==> config.mk <==
export PLATFORM = sky130hd
export DESIGN_NAME = fetch_unit
export DESIGN_NICKNAME = d
export VERILOG_FILES = /design/src/rtl/fetch_unit.sv
export SDC_FILE = /design/constraint.sdc
export NUM_CORES = 1
export LEC_CHECK = 0
export ABC_AREA = 1
export CAP_MARGIN = 20
export CORE_AREA = 2 2 143 145
export CTS_CLUSTER_DIAMETER = 200
export DETAILED_ROUTE_END_ITERATION = 16
export DIE_AREA = 0 0 145 147
export HOLD_SLACK_MARGIN = 0.05
export PLACE_DENSITY = 0.81
export SYNTH_ARGS = -nofsm -noshare
export SYNTH_HDL_FRONTEND = slang
export SYNTH_SLANG_ARGS = --single-unit
==> constraint.sdc <==
create_clock -name clk -period 5.34 [get_ports clk]
set_input_delay 1.602 -clock clk [delete_from_list [all_inputs] [get_ports clk]]
set_output_delay 1.602 -clock clk [all_outputs]
set_load 0.02 [all_outputs]
==> src/rtl/fetch_unit.sv <==
// fetch_unit: Y86 byte-serial fetch stage and predicted-PC register.
// Define FETCH_PREDICT_TAKEN_EN to predict conditional jumps taken.
module fetch_unit #(
  parameter logic [31:0] RESET_PC = 32'h0
) (
  input  logic        clk,
  input  logic        rst,
  input  logic        F_stall_i,
  input  logic [3:0]  M_icode_i,
  input  logic        M_Cnd_i,
  input  logic [31:0] M_valA_i,
  input  logic [3:0]  W_icode_i,
  input  logic [31:0] W_valM_i,
  output logic        imem_req_o,
  output logic [31:0] imem_addr_o,
  input  logic        imem_ack_i,
  input  logic [7:0]  imem_rdata_i,
  input  logic        imem_err_i,
  output logic [3:0]  f_icode_o,
  output logic [3:0]  f_ifun_o,
  output logic [3:0]  f_rA_o,
  output logic [3:0]  f_rB_o,
  output logic [3:0]  f_dstE_o,
  output logic [3:0]  f_dstM_o,
  output logic [31:0] f_valC_o,
  output logic [31:0] f_valP_o,
  output logic [2:0]  f_stat_o,
  output logic        f_valid_o,
  output logic        f_busy_o
);

`ifdef FETCH_PREDICT_TAKEN_EN
  localparam logic JXX_TAKEN = 1'b1;
`else
  localparam logic JXX_TAKEN = 1'b0;
`endif

  localparam logic [3:0] I_HALT   = 4'h0;
  localparam logic [3:0] I_NOP    = 4'h1;
  localparam logic [3:0] I_RRMOVL = 4'h2;
  localparam logic [3:0] I_IRMOVL = 4'h3;
  localparam logic [3:0] I_RMMOVL = 4'h4;
  localparam logic [3:0] I_MRMOVL = 4'h5;
  localparam logic [3:0] I_OPL    = 4'h6;
  localparam logic [3:0] I_JXX    = 4'h7;
  localparam logic [3:0] I_CALL   = 4'h8;
  localparam logic [3:0] I_RET    = 4'h9;
  localparam logic [3:0] I_PUSHL  = 4'hA;
  localparam logic [3:0] I_POPL   = 4'hB;

  localparam logic [3:0] RESP  = 4'h4;
  localparam logic [3:0] RNONE = 4'hF;

  localparam logic [2:0] ST_AOK = 3'd1;
  localparam logic [2:0] ST_HLT = 3'd2;
  localparam logic [2:0] ST_ADR = 3'd3;
  localparam logic [2:0] ST_INS = 3'd4;

  typedef enum logic [2:0] {
    S_OP,
    S_REG,
    S_CONST,
    S_OUT,
    S_HALT
  } state_t;

  typedef struct packed {
    logic [3:0]  icode;
    logic [3:0]  ifun;
    logic [3:0]  ra;
    logic [3:0]  rb;
    logic [3:0]  dste;
    logic [3:0]  dstm;
    logic [31:0] valc;
    logic [31:0] valp;
    logic [2:0]  stat;
    logic        valid;
  } fout_t;

  function automatic logic [2:0] ilen(input logic [3:0] ic);
    logic [2:0] n;
    case (ic)
      I_RRMOVL, I_OPL, I_PUSHL, I_POPL: n = 3'd2;
      I_JXX, I_CALL:                    n = 3'd5;
      I_IRMOVL, I_RMMOVL, I_MRMOVL:     n = 3'd6;
      default:                          n = 3'd1;
    endcase
    return n;
  endfunction

  function automatic logic has_reg(input logic [3:0] ic);
    return ic inside {I_RRMOVL, I_IRMOVL, I_RMMOVL, I_MRMOVL,
                      I_OPL, I_PUSHL, I_POPL};
  endfunction

  function automatic logic has_const(input logic [3:0] ic);
    return ic inside {I_IRMOVL, I_RMMOVL, I_MRMOVL, I_JXX, I_CALL};
  endfunction

  // Non-pipeline fields keep their last value across bubbles.
  function automatic fout_t bubble(input fout_t f);
    fout_t b;
    b       = f;
    b.icode = I_NOP;
    b.ifun  = 4'h0;
    b.dste  = RNONE;
    b.dstm  = RNONE;
    b.stat  = ST_AOK;
    b.valid = 1'b0;
    return b;
  endfunction

  state_t      state;
  state_t      nxt_asm;
  logic [31:0] pc;
  logic [1:0]  cnt;
  logic [3:0]  ic_q;
  logic [3:0]  fn_q;
  logic [3:0]  ra_q;
  logic [3:0]  rb_q;
  logic [31:0] valc_q;
  fout_t       fq;
  fout_t       fd;

  logic [3:0]  ic_n;
  logic [3:0]  fn_n;
  logic [3:0]  ra_n;
  logic [3:0]  rb_n;
  logic [31:0] valc_n;
  logic [2:0]  idx;
  logic        done;
  logic        mispredict;
  logic        redirect;
  logic [31:0] redirect_pc;
  logic [31:0] pred_pc;

  assign mispredict  = (M_icode_i == I_JXX) && (M_Cnd_i != JXX_TAKEN);
  assign redirect    = mispredict || (W_icode_i == I_RET);
  assign redirect_pc = mispredict ? M_valA_i : W_valM_i;

  assign pred_pc =
    (fq.icode == I_CALL || (JXX_TAKEN && fq.icode == I_JXX))
      ? fq.valc : fq.valp;

  assign imem_req_o  = state inside {S_OP, S_REG, S_CONST};
  assign imem_addr_o = pc + {29'd0, idx};

  always_comb begin
    idx = 3'd0;
    unique case (state)
      S_REG:   idx = 3'd1;
      S_CONST: idx = (has_reg(ic_q) ? 3'd2 : 3'd1) + {1'b0, cnt};
      default: idx = 3'd0;
    endcase
  end

  always_comb begin
    ic_n   = ic_q;
    fn_n   = fn_q;
    ra_n   = ra_q;
    rb_n   = rb_q;
    valc_n = valc_q;
    unique case (state)
      S_OP: begin
        ic_n   = imem_rdata_i[7:4];
        fn_n   = imem_rdata_i[3:0];
        ra_n   = RNONE;
        rb_n   = RNONE;
        valc_n = '0;
      end
      S_REG: begin
        ra_n = imem_rdata_i[7:4];
        rb_n = imem_rdata_i[3:0];
      end
      S_CONST: valc_n[{cnt, 3'b000} +: 8] = imem_rdata_i;
      default: ;
    endcase
  end

  always_comb begin
    done = 1'b0;
    unique case (state)
      S_OP:    done = (ic_n > I_POPL) || (ilen(ic_n) == 3'd1);
      S_REG:   done = !has_const(ic_q);
      S_CONST: done = (cnt == 2'd3);
      default: done = 1'b0;
    endcase
    nxt_asm = (state == S_OP && has_reg(ic_n)) ? S_REG : S_CONST;
  end

  // Completed-instruction image, latched on the final (or faulting) ack.
  always_comb begin
    fd.icode = imem_err_i ? I_NOP : ic_n;
    fd.ifun  = imem_err_i ? 4'h0 : fn_n;
    fd.ra    = ra_n;
    fd.rb    = rb_n;
    fd.valc  = valc_n;
    fd.valp  = pc + {29'd0, ilen(fd.icode)};
    fd.valid = 1'b1;
    if (imem_err_i)
      fd.stat = ST_ADR;
    else if (ic_n > I_POPL)
      fd.stat = ST_INS;
    else if (ic_n == I_HALT)
      fd.stat = ST_HLT;
    else
      fd.stat = ST_AOK;
    fd.dste = RNONE;
    unique case (1'b1)
      fd.icode inside {I_RRMOVL, I_IRMOVL, I_OPL}:
        fd.dste = fd.rb;
      fd.icode inside {I_PUSHL, I_POPL, I_CALL, I_RET}:
        fd.dste = RESP;
      default:
        fd.dste = RNONE;
    endcase
    fd.dstm = (fd.icode inside {I_MRMOVL, I_POPL}) ? fd.ra : RNONE;
  end

  always_ff @(posedge clk) begin
    if (rst) begin
      state    <= S_OP;
      pc       <= RESET_PC;
      cnt      <= 2'd0;
      ic_q     <= I_NOP;
      fn_q     <= 4'h0;
      ra_q     <= RNONE;
      rb_q     <= RNONE;
      valc_q   <= '0;
      fq.icode <= I_NOP;
      fq.ifun  <= 4'h0;
      fq.ra    <= RNONE;
      fq.rb    <= RNONE;
      fq.dste  <= RNONE;
      fq.dstm  <= RNONE;
      fq.valc  <= '0;
      fq.valp  <= '0;
      fq.stat  <= ST_AOK;
      fq.valid <= 1'b0;
      f_busy_o <= 1'b0;
    end else if (redirect) begin
      state    <= S_OP;
      pc       <= redirect_pc;
      cnt      <= 2'd0;
      fq       <= bubble(fq);
      f_busy_o <= 1'b1;
    end else begin
      unique case (state)
        S_OP, S_REG, S_CONST: begin
          f_busy_o <= 1'b1;
          if (imem_ack_i) begin
            ic_q   <= ic_n;
            fn_q   <= fn_n;
            ra_q   <= ra_n;
            rb_q   <= rb_n;
            valc_q <= valc_n;
            if (imem_err_i || done) begin
              state    <= S_OUT;
              fq       <= fd;
              f_busy_o <= 1'b0;
            end else if (state == S_CONST) begin
              cnt <= cnt + 2'd1;
            end else begin
              state <= nxt_asm;
              cnt   <= 2'd0;
            end
          end
        end
        S_OUT: begin
          if (!F_stall_i) begin
            fq <= bubble(fq);
            if (fq.stat != ST_AOK) begin
              state    <= S_HALT;
              f_busy_o <= 1'b0;
            end else begin
              state    <= S_OP;
              pc       <= pred_pc;
              f_busy_o <= 1'b1;
            end
          end
        end
        default: ;
      endcase
    end
  end

  assign f_icode_o = fq.icode;
  assign f_ifun_o  = fq.ifun;
  assign f_rA_o    = fq.ra;
  assign f_rB_o    = fq.rb;
  assign f_dstE_o  = fq.dste;
  assign f_dstM_o  = fq.dstm;
  assign f_valC_o  = fq.valc;
  assign f_valP_o  = fq.valp;
  assign f_stat_o  = fq.stat;
  assign f_valid_o = fq.valid;

endmodule

Word-level counts from Yosys, hierarchy flattened
Memories as Yosys holds them, arrays and structs flattened.
Cells that the tools add are included.
{ "classes": {"n_eq_ne": 40, "muxes": 41, "addsub": 5, "n_lt_le_gt_ge": 1, "n_bitwise": 3, "reduce_logical": 27, "shifts": 2} }
{ "op_table": {"columns": ["op", "count"], "rows": [
  ["92-bit two-way mux", 3],
  ["32-bit two-way mux", 6],
  ["92-bit case mux with 2 select lines", 1],
  ["32-bit by 3-bit adder with 32-bit output", 2],
  ["32-bit case mux with 2 select lines", 1],
  ["4-bit == test, second input constant", 11],
  ["4-bit by 3-bit == test with 1-bit output, second input constant", 10],
  ["32-bit bitwise mux", 1],
  ["8-bit by 7-bit variable shift with 32-bit output, first input constant", 1],
  ["8-bit by 7-bit indexed part select with 32-bit output", 1],
  ["4-bit by 2-bit == test with 1-bit output, second input constant", 6],
  ["3-bit two-way mux", 8],
  ["4-bit case mux with 2 select lines", 3],
  ["4-bit two-way mux", 5],
  ["7-bit nonzero test", 2],
  ["3-bit case mux with 2 select lines", 2],
  ["3-bit AND reduction", 3],
  ["3-bit nonzero test", 3],
  ["2-bit two-way mux", 4],
  ["2-bit != test, second input constant", 4],
  ["4-bit AND reduction", 2],
  ["5-bit negation with 7-bit output", 1],
  ["3-bit by 1-bit == test with 1-bit output, second input constant", 2],
  ["3-bit by 2-bit == test with 1-bit output, second input constant", 2],
  ["23 further kinds", 35]
]} }
{ "totals": {"mem_bits_ro": 96, "ff_bits": 178, "mem_count": 2, "word_cells": 140} }
{ "mem_list": {"columns": ["name", "depth", "width", "rd", "rd_ports_with_merged_regs", "write_ports", "line", "rtl"], "rows": [
  ["(name not given)", 16, 3, 1, 0, 0, "82", "case (ic)"],
  ["(name not given)", 16, 3, 1, 0, 0, "82", null]
]} }

Depth between registers and ports, before layout
Gate-level depths: netlist of the first run.
An unclocked memory read counts as a cell.
{ "logic_depth": {"ltp_word": 12, "depth_mapped": 21, "ltp_nobuf": 20} }

Worst setup path after synthesis of the first run
Ideal clock, no wire load.
{ "synth_path": {"kind": "register to output", "from": "register ic_q[3]", "to": "output imem_addr_o[26]", "path_slack_ps": 682, "path_stages_with_launch": 18, "t_arrival_ps": 3056, "cell_sequence": "dfxtp_1 > inv_1 > nand2_1 > nor2_1 > a21oi_1 > ha_1 > inv_1 > fa_1 > nor2_1 > fa_1 > nand2_1 > a21oi_1 > nand2_1 > nor2_1 > inv_1 > nor2_1 > nand2_1 > xnor2_1"} }
{ "synth_via": {"elab_chain_cells": 6} }
{ "synth_lines": {"columns": ["element", "line", "rtl"], "rows": [
  ["from (decl)", "117", "logic [3:0] ic_q;"],
  ["from (signal assigned)", "252", "ic_q <= ic_n;"],
  ["4-bit by 2-bit == test with 1-bit output (tied with other cells)", "92", "return ic inside {I_RRMOVL, I_IRMOVL, I_RMMOVL, I_MRMOVL,"],
  ["7-bit nonzero test *", "92", null],
  ["2-bit two-way mux *", "152", "S_CONST: idx = (has_reg(ic_q) ? 3'd2 : 3'd1) + {1'b0, cnt};"],
  ["2-bit by 2-bit adder with 3-bit output *", "152", null],
  ["3-bit case mux with 2 select lines *", "150", "unique case (state)"],
  ["32-bit by 3-bit adder with 32-bit output *", "146", "assign imem_addr_o = pc + {29'd0, idx};"],
  ["to (decl)", "15", "output logic [31:0] imem_addr_o,"]
]} }
Every way passes the cells marked *; elsewhere a longest branch is shown, timed or not.

Worst setup path after layout of the first run
{ "layout_path": {"from": "register ic_q[1]", "to": "output imem_addr_o[19]"} }
The elaborated chain is that of the path after synthesis.

==> results.md, run 1 <==
| Item | This run | Unit |
|---|---|---|
| Buffer type at the clock tree root | clkbuf_16 | - |
| Final Max Slew Viols | 0 | - |
| Post-synthesis instance area | 10,200 | um^2 |
| Number of buffers and inverters on the critical path | 3 | - |
| Number of nets in the final layout | 1,799 | - |
| Hold Path Class | reg2reg | - |
| CTS tree | yes | - |
| Category of the worst setup path capture point | output pin | - |
| Gate Count Post-Synth | 1,534 | - |
| Proportion of synthesized flip-flops having asynchronous set or reset | 0 | % |
| Number of global-route vias before repair | 10,245 | - |
| VDD IR-drop max | 0.238 | mV |
| Post-Syn Area per Cell | 6.64 | um^2 |
| Remaining global-route overflow | 0 | - |
| # diodes | 0 | - |
| Placement Setup Slack | 0.165 | ns |
| Arrival time at the worst endpoint | 3.54 | ns |
| Placeable Area | 19,800 | um^2 |
| Antenna violations before repair | 0 | - |
| Power density over the cells | 389 | nW/um^2 |
| Latest clock arrival within the worst-skew pair | 0.44 | ns |
| Number of flops mapped to enable cells by yosys | 0 | - |
| Number of setup buffers added after CTS | 0 | - |
| Number of buffers on the longest clock path | 2 | - |
| Number of vias per cell | 5.64 | - |
| Flip-flop and latch count after synthesis | 178 | - |
| Maximum fanout count along the critical path | 4 | - |
| Vias post-DR | 11,172 | - |
| Reported leakage power | 5.72 | nW |
| Minimum clock period | 5.14 | ns |
| # port buffers | 211 | - |
| Sum of routed wire length over all layers | 37.1 | mm |
| Measured slew at the worst slew-check pin | 0.963 | ns |
| Number of buffers inserted during clock tree synthesis | 17 | - |
| Slowest Stage Delay on Critical Path | 0.69 | ns |
| Wire length of the first global-routing pass | 56.8 | mm |
| Overall Global Routing Usage | 33.8 | % |
| Count of synthesis-stage warnings from yosys | 0 | - |
| Cell accounting for the most synthesized area | dfxtp_1 | - |
| Total instance count after detailed placement | 1,949 | - |
| Most frequent cells in the layout | nand2_1 (324), inv_1 (200), clkdlybuf4s50_1 (188) | - |
| Clock transition time at the flip-flop clock pins of the worst setup and hold paths | 0.07 | ns |
| Most common library cell in the layout ignoring fill and taps | nand2_1 | - |
| Critical Path Start Type | flop | - |
| Result of the run | finished clean | - |
| Maximum number of pins on one net before global-route repair | 81 | - |
| Top Family by Delay on Critical Path | adder cells | - |
| Count of cell types in the netlist | 42 | - |
| Startpoint-to-endpoint class of the critical path | reg2out | - |
| Area fraction of the dominant cell type after synthesis | 35.0 | % |
| Number of violations reported at the end of detailed-routing iteration 0 | 1,048 | - |
| Post-Syn Nets | 1,635 | - |
| Worst-case setup margin in the final layout | 0.197 | ns |
| IO Pins | 212 | - |
| # H-tree levels | 4 | - |
| Share of final-layout standard cells stronger than drive strength 1 | 5.73 | % |
| Hold violation total from the final report | 0 | - |
| Full die area | 21,300 | um^2 |
| Critical path, cell by cell | nand2_1 -> inv_1 -> nor2_1 -> a21oi_2 -> ha_1 -> inv_1 -> fa_1 -> nor2_2 -> ha_1 -> nand3_1 -> nand3_1 -> nand2_1 -> xor2_1 -> clkdlybuf4s50_1 | - |
| Total clock sinks | 178 | - |
| Layout Cells excl Fill | 1,981 | - |
| Number of remaining DRC errors | 0 | - |
| Fin crit share | 96.3 | % |
| CTS hold repair buffers | 0 | - |
| Data required time at the worst endpoint | 3.74 | ns |
| Total negative slack | 0 | ns |
| Max-slew headroom at the worst pin | 35.7 | % |
| Routed WL per cell | 18.7 | um |
| Count of maximum capacitance violations | 0 | - |
| Pre-antenna DRT Iters | 5 | - |
| Clock Skews | 0.0128 | ns |
| CP max stage cell | clkdlybuf4s50_1 | - |
| Layout area overhead | 27.8 | % |
| Top area cells in the synthesized netlist | dfxtp_1 (35%), nand2_1 (12%), inv_1 (7.4%) | - |
| Effective utilization at floorplan | 51.3 | % |
| RSZ-0062 raised after global routing | false | - |
| Residual antenna-violating net count after detailed routing | 0 | - |
| Die width | 145 | um |
| Util after Layout | 65.6 | % |
| Last weighted congestion value of the routability-driven placer | 0.984 | - |
| Height of the die | 147 | um |
| Maximum clock frequency | 194 | MHz |
| Number of core rows | 52 | - |
| HPWL after detailed placement | 28.0 | mm |
| Hold slack | 0.465 | ns |
| Setup violators final | 0 | - |
| Sequential element share of the synthesized area | 35.0 | % |
| Most instantiated flip-flop cell in the synthesis netlist | dfxtp_1 | - |
## flip-flops by register name, indices dropped and copies added, names as in the netlist, 2 cells and up
signal,flops
f_valC_o,32
valc_q,32
f_valP_o,32
pc,32
f_stat_o,3
f_icode_o,4
cnt,2
ic_q,4
f_ifun_o,4
fn_q,4
f_dstM_o,4
f_rB_o,4
f_dstE_o,4
rb_q,4
f_rA_o,4
state,3
ra_q,4
## worst reg2reg max path: cells and delay by family (launching register included)
family | cells | cell delay (ns)
XOR/XNOR | 1 | 0.10
flip-flops | 1 | 0.43
adder cells (fa/ha/maj) | 2 | 0.58
AND/OR/NAND/NOR | 11 | 1.68
buffers and inverters | 4 | 0.46
AO/OA/AOI/OAI | 2 | 0.36
## power breakdown
part	total (W)	leakage (nW)	internal [W]	switching (W)
clock network	0.00121	0.256	0.000624	0.000589
registers	0.00179	1.46	0.00158	0.000203
logic	0.00207	4.00	0.000769	0.00130
total	0.00507	5.72	0.00298	0.00209
## logic make-up (layout without fill, tap and decap cells)
logic type / count (synthesis) / count (layout) / share of synthesized area (%)
compound gates: 367 / 367 / 21.3
simple gates: 620 / 620 / 25.2
flops: 178 / 178 / 35.0
fa+ha+maj: 15 / 15 / 2.06
buf+inv: 300 / 477 / 11.8
xor+xnor: 54 / 54 / 4.64
## repair_timing
item,in CTS,in global routing
pin swaps,0,1
setup endpoints to repair,21,25
resized for setup,25,20
## stage by stage
step           cell area (um^2)  power, W
2_1_floorplan             10200   0.00306
3_3_place_gp              12400   0.00381
3_5_place_dp              12500   0.00385
4_1_cts                   13000   0.00504
5_1_grt                   13000   0.00533
6_report                  13000   0.00507
## cell usage after synthesis (2+ instances only)
library cell  count
a21oi_2           2
dfxtp_1         178
a21oi_1          78
buf_4             2
o311ai_0         17
nor3_1           15
xor2_1           39
fa_1              3
o221ai_1         13
nand2_2           6
xnor2_1          15
o22ai_1          32
nand3_1          71
buf_6             5
buf_2            21
o211ai_1         23
and3_1            2
inv_2             6
nor2_1          172
or2_2             2
inv_1           200
nor2_4            2
clkbuf_1         56
buf_1             8
nand2_1         325
o21ai_0         143
nand4_1          18
ha_1             12
a22oi_1           8
a211oi_1         30
a31oi_1          18
o21ai_1           2
## cell type report
type                            instances  area [um^2]
Clock buffer                           19          443
Timing Repair Buffer                  238         2320
Inverter                              207          777
Sequential cell                       178         3560
Clock inverter                         13          119
Multi-Input combinational cell       1056         5460
Tap cell                              270          338
Fill cell                            1849         6820
## final timing paths
path / slack [ns] / depth (start not counted) / start / to
worst max-delay path: 0.20 / 14 / ic_q[1] / imem_addr_o[19]
worst min-delay path: 0.47 / 2 / f_valid_o / f_valid_o
worst max register to register: 1.63 / 20 / state[0] / f_valP_o[16]
worst min register to register: 0.47 / 2 / f_valid_o / f_valid_o
## metal layers
layer  part of all wire, %  global-route usage (%)  routed length [um]  vias to the layer above
li1                      -                       -                   -                     5376
met1                    41                    43.8               15300                     5123
met2                    47                    56.2               17300                      586
met3                   8.8                    6.93                3270                       87
met4                   3.4                    12.2                1260                        0
met5                     0                       0                   0                        -
No activity file was read; power rests on OpenSTA's default activity.
==> run 2: changes to the inputs <==
--- a/config.mk
+++ b/config.mk
@@ -6,6 +6,7 @@
 export NUM_CORES = 1
 export LEC_CHECK = 0
 export ABC_AREA = 1
+export ABC_CLOCK_PERIOD_IN_PS = 5340
 export CAP_MARGIN = 20
 export CORE_AREA = 2 2 143 145
 export CTS_CLUSTER_DIAMETER = 200
@@ -13,6 +14,7 @@
 export DIE_AREA = 0 0 145 147
 export HOLD_SLACK_MARGIN = 0.05
 export PLACE_DENSITY = 0.81
+export REMOVE_ABC_BUFFERS = 1
 export SYNTH_ARGS = -nofsm -noshare
 export SYNTH_HDL_FRONTEND = slang
 export SYNTH_SLANG_ARGS = --single-unit
==> run 2 against run 1 <==
  * Clock skew fell by 0.0029 ns
  * Largest power group unchanged
  * Setup slack got worse by 0.0084 ns
  * Non-clock buffer count rose by 6
  * Via count fell by 0.82%
  * Clock power rose by 8%
  * Critical path type unchanged
==> results.md, run 2 (synthesis results as in run 1) <==
| Item | This run | Unit |
|---|---|---|
| Result of the run | finished clean | - |
| Overall Global Routing Usage | 33.0 | % |
| HPWL after detailed placement | 25.8 | mm |
| Sequential Area | 3560 | um^2 |
| Most frequent cells in the layout | nand2_1 (324), inv_1 (200), clkdlybuf4s50_1 (186) | - |
| Number of gates on the worst path with buffers counted | 15 | - |
| Routed length on met1 | 15.0 | mm |
| # diodes | 0 | - |
| Vias post-DR | 11,080 | - |
| Effective utilization at floorplan | 51.3 | % |
| Residual antenna-violating net count after detailed routing | 0 | - |
| Power density over the cells | 392 | nW/um^2 |
| Reported leakage power | 5.84 | nW |
| Count of maximum capacitance violations | 0 | - |
| Placement Setup Slack | 0.122 | ns |
| CP max stage cell | clkdlybuf4s50_1 | - |
| Last weighted congestion value of the routability-driven placer | 0.951 | - |
| Antenna violations before repair | 0 | - |
| Cells on worst reg2reg path | 19 | - |
| Final Power | 0.00514 | W |
| Hold Path Class | reg2reg | - |
| Arrival time at the worst endpoint | 3.55 | ns |
| Maximum fanout count along the critical path | 3 | - |
| Total clock sinks | 178 | - |
| Highest routed metal layer | met4 | - |
| Number of buffers on the longest clock path | 2 | - |
| Die width | 145 | um |
| Full die area | 21,300 | um^2 |
| Sum of routed wire length over all layers | 35.7 | mm |
| Maximum clock frequency | 194 | MHz |
| Number of remaining DRC errors | 0 | - |
| Worst setup path end | imem_addr_o[20] | - |
| Most common library cell in the layout ignoring fill and taps | nand2_1 | - |
| CTS tree | yes | - |
| VDD IR-drop max | 0.285 | mV |
| # H-tree levels | 4 | - |
| Number of nets in the final layout | 1,805 | - |
| Critical R2R Launch | state[0] | - |
| Critical path, cell by cell | inv_1 -> nand2_1 -> nor2_1 -> a21oi_1 -> ha_1 -> inv_1 -> fa_1 -> nor2_2 -> fa_1 -> nand2_1 -> a21oi_2 -> buf_4 -> nand2_1 -> xnor2_1 -> clkdlybuf4s50_1 | - |
| Number of vias per cell | 5.58 | - |
| IO Pins | 212 | - |
| Number of global-route vias before repair | 10,394 | - |
| Wire length of the first global-routing pass | 56.2 | mm |
| CP most frequent cell | nand2_1 | - |
| Maximum number of pins on one net before global-route repair | 94 | - |
| Routed WL per cell | 17.9 | um |
| Final-layout fill cell count | 1,812 | - |
| Latest clock arrival within the worst-skew pair | 0.44 | ns |
| RSZ-0062 raised after global routing | true | - |
| Routed wire length on met3 | 2.81 | mm |
| Number of buffers inserted during clock tree synthesis | 17 | - |
| Category of the worst setup path capture point | output pin | - |
| Max-slew headroom at the worst pin | 33.0 | % |
| Fin crit share | 96.5 | % |
| Crit path from | ic_q[3] | - |
| Startpoint-to-endpoint class of the critical path | reg2out | - |
| Slowest Stage Delay on Critical Path | 0.63 | ns |
| Share of final-layout standard cells stronger than drive strength 1 | 6.29 | % |
| Top Family by Delay on Critical Path | adder cells | - |
| Number of core rows | 52 | - |
| CTS hold repair buffers | 0 | - |
| Clock transition time at the flip-flop clock pins of the worst setup and hold paths | 0.07 | ns |
| Data required time at the worst endpoint | 3.74 | ns |
| Detail Route met2 WL | 16.3 | mm |
| Final Max Slew Viols | 0 | - |
| Buffer type at the clock tree root | clkbuf_16 | - |
| Number of buffers and inverters on the critical path | 4 | - |
| Endpoint of the lowest-slack register-to-register path | f_valP_o[28] | - |
| Number of violations reported at the end of detailed-routing iteration 0 | 916 | - |
| # port buffers | 211 | - |
| Worst-case setup margin in the final layout | 0.188 | ns |
| Setup slack of the most critical reg-to-reg path | 1.67 | ns |
| Clock Skews | 0.00984 | ns |
| Pre-antenna DRT Iters | 7 | - |
| Hold violation total from the final report | 0 | - |
| Remaining global-route overflow | 0 | - |
| Placeable Area | 19,800 | um^2 |
| Minimum clock period | 5.15 | ns |
| Setup violators final | 0 | - |
| Measured slew at the worst slew-check pin | 1.00 | ns |
| Util after Layout | 66.1 | % |
| Height of the die | 147 | um |
| Critical Path Start Type | flop | - |
| Layout area overhead | 28.7 | % |
| Total area of multi-input combinational cells | 5470 | um^2 |
run 2: cell count changes in the layout (fill, tap and decap cells not counted), sizes merged, moves of 3 or more:
cell          delta
dlygate4sd2      -7
buf              +6
clkinvlp         -5
clkbuf           +4
dlymetal6s2s     +4
clkinv           +3
run 2: how the worst min path moves through the flow:
stage / from / to / slack [ns] / cells after the start
after CTS: f_valC_o[6] / f_valC_o[6] / 0.47 / 2
after floorplan: rb_q[0] / rb_q[0] / 0.43 / 2
after detailed placement: rb_q[0] / rb_q[0] / 0.45 / 2
after global placement: rb_q[0] / rb_q[0] / 0.44 / 2
after global routing: f_valP_o[22] / f_valP_o[22] / 0.48 / 2
final: f_valP_o[24] / f_valP_o[24] / 0.47 / 2
run 2: cell type report:
class | count | area share, %
multi-input cells | 1056 | 41.7
flip-flops and latches | 178 | 27.2
repair buffers | 244 | 18.1
inverters | 207 | 5.93
clock buffers | 18 | 3.27
well taps | 270 | 2.58
clock inverters | 14 | 1.31
run 2: what timing repair did:
item                       4_1_cts  5_1_grt
buffers inserted                 0        0
setup endpoints to repair       19       26
hold endpoints to repair         0        0
pin swaps                        0        0
gates resized for setup         24       34
run 2: through the flow:
stage / hold WS (ns) / area (um^2) / instances / setup TNS (ns)
CTS: 0.470 / 13100 / 1987 / -0.00603
finish: 0.469 / 13100 / 1987 / 0
global route: 0.482 / 13100 / 1987 / -0.00351
detailed placement: 0.452 / 12500 / 1955 / 0
floorplan: 0.430 / 9760 / 1441 / 0
global placement: 0.439 / 12500 / 1954 / 0
run 2: per-layer routing:
layer  vias to the layer above  global-route usage (%)
met3                        98                    5.99
li1                       5383                       -
met5                         -                       0
met4                         0                    15.4
met1                      5051                    42.1
met2                       548                    54.4
run 2: power by group:
group | internal (W) | total (W) | switching (W)
clock network | 0.000709 | 0.00131 | 0.000600
logic | 0.000782 | 0.00207 | 0.00128
registers | 0.00158 | 0.00176 | 0.000182
run 2: worst min-delay path: cells and delay by family, from the launching register on:
| kind | cells | cell delay [ns] |
|---|---|---|
| buf+inv | 1 | 0.06 |
| flops | 1 | 0.31 |
| compound gates | 1 | 0.05 |
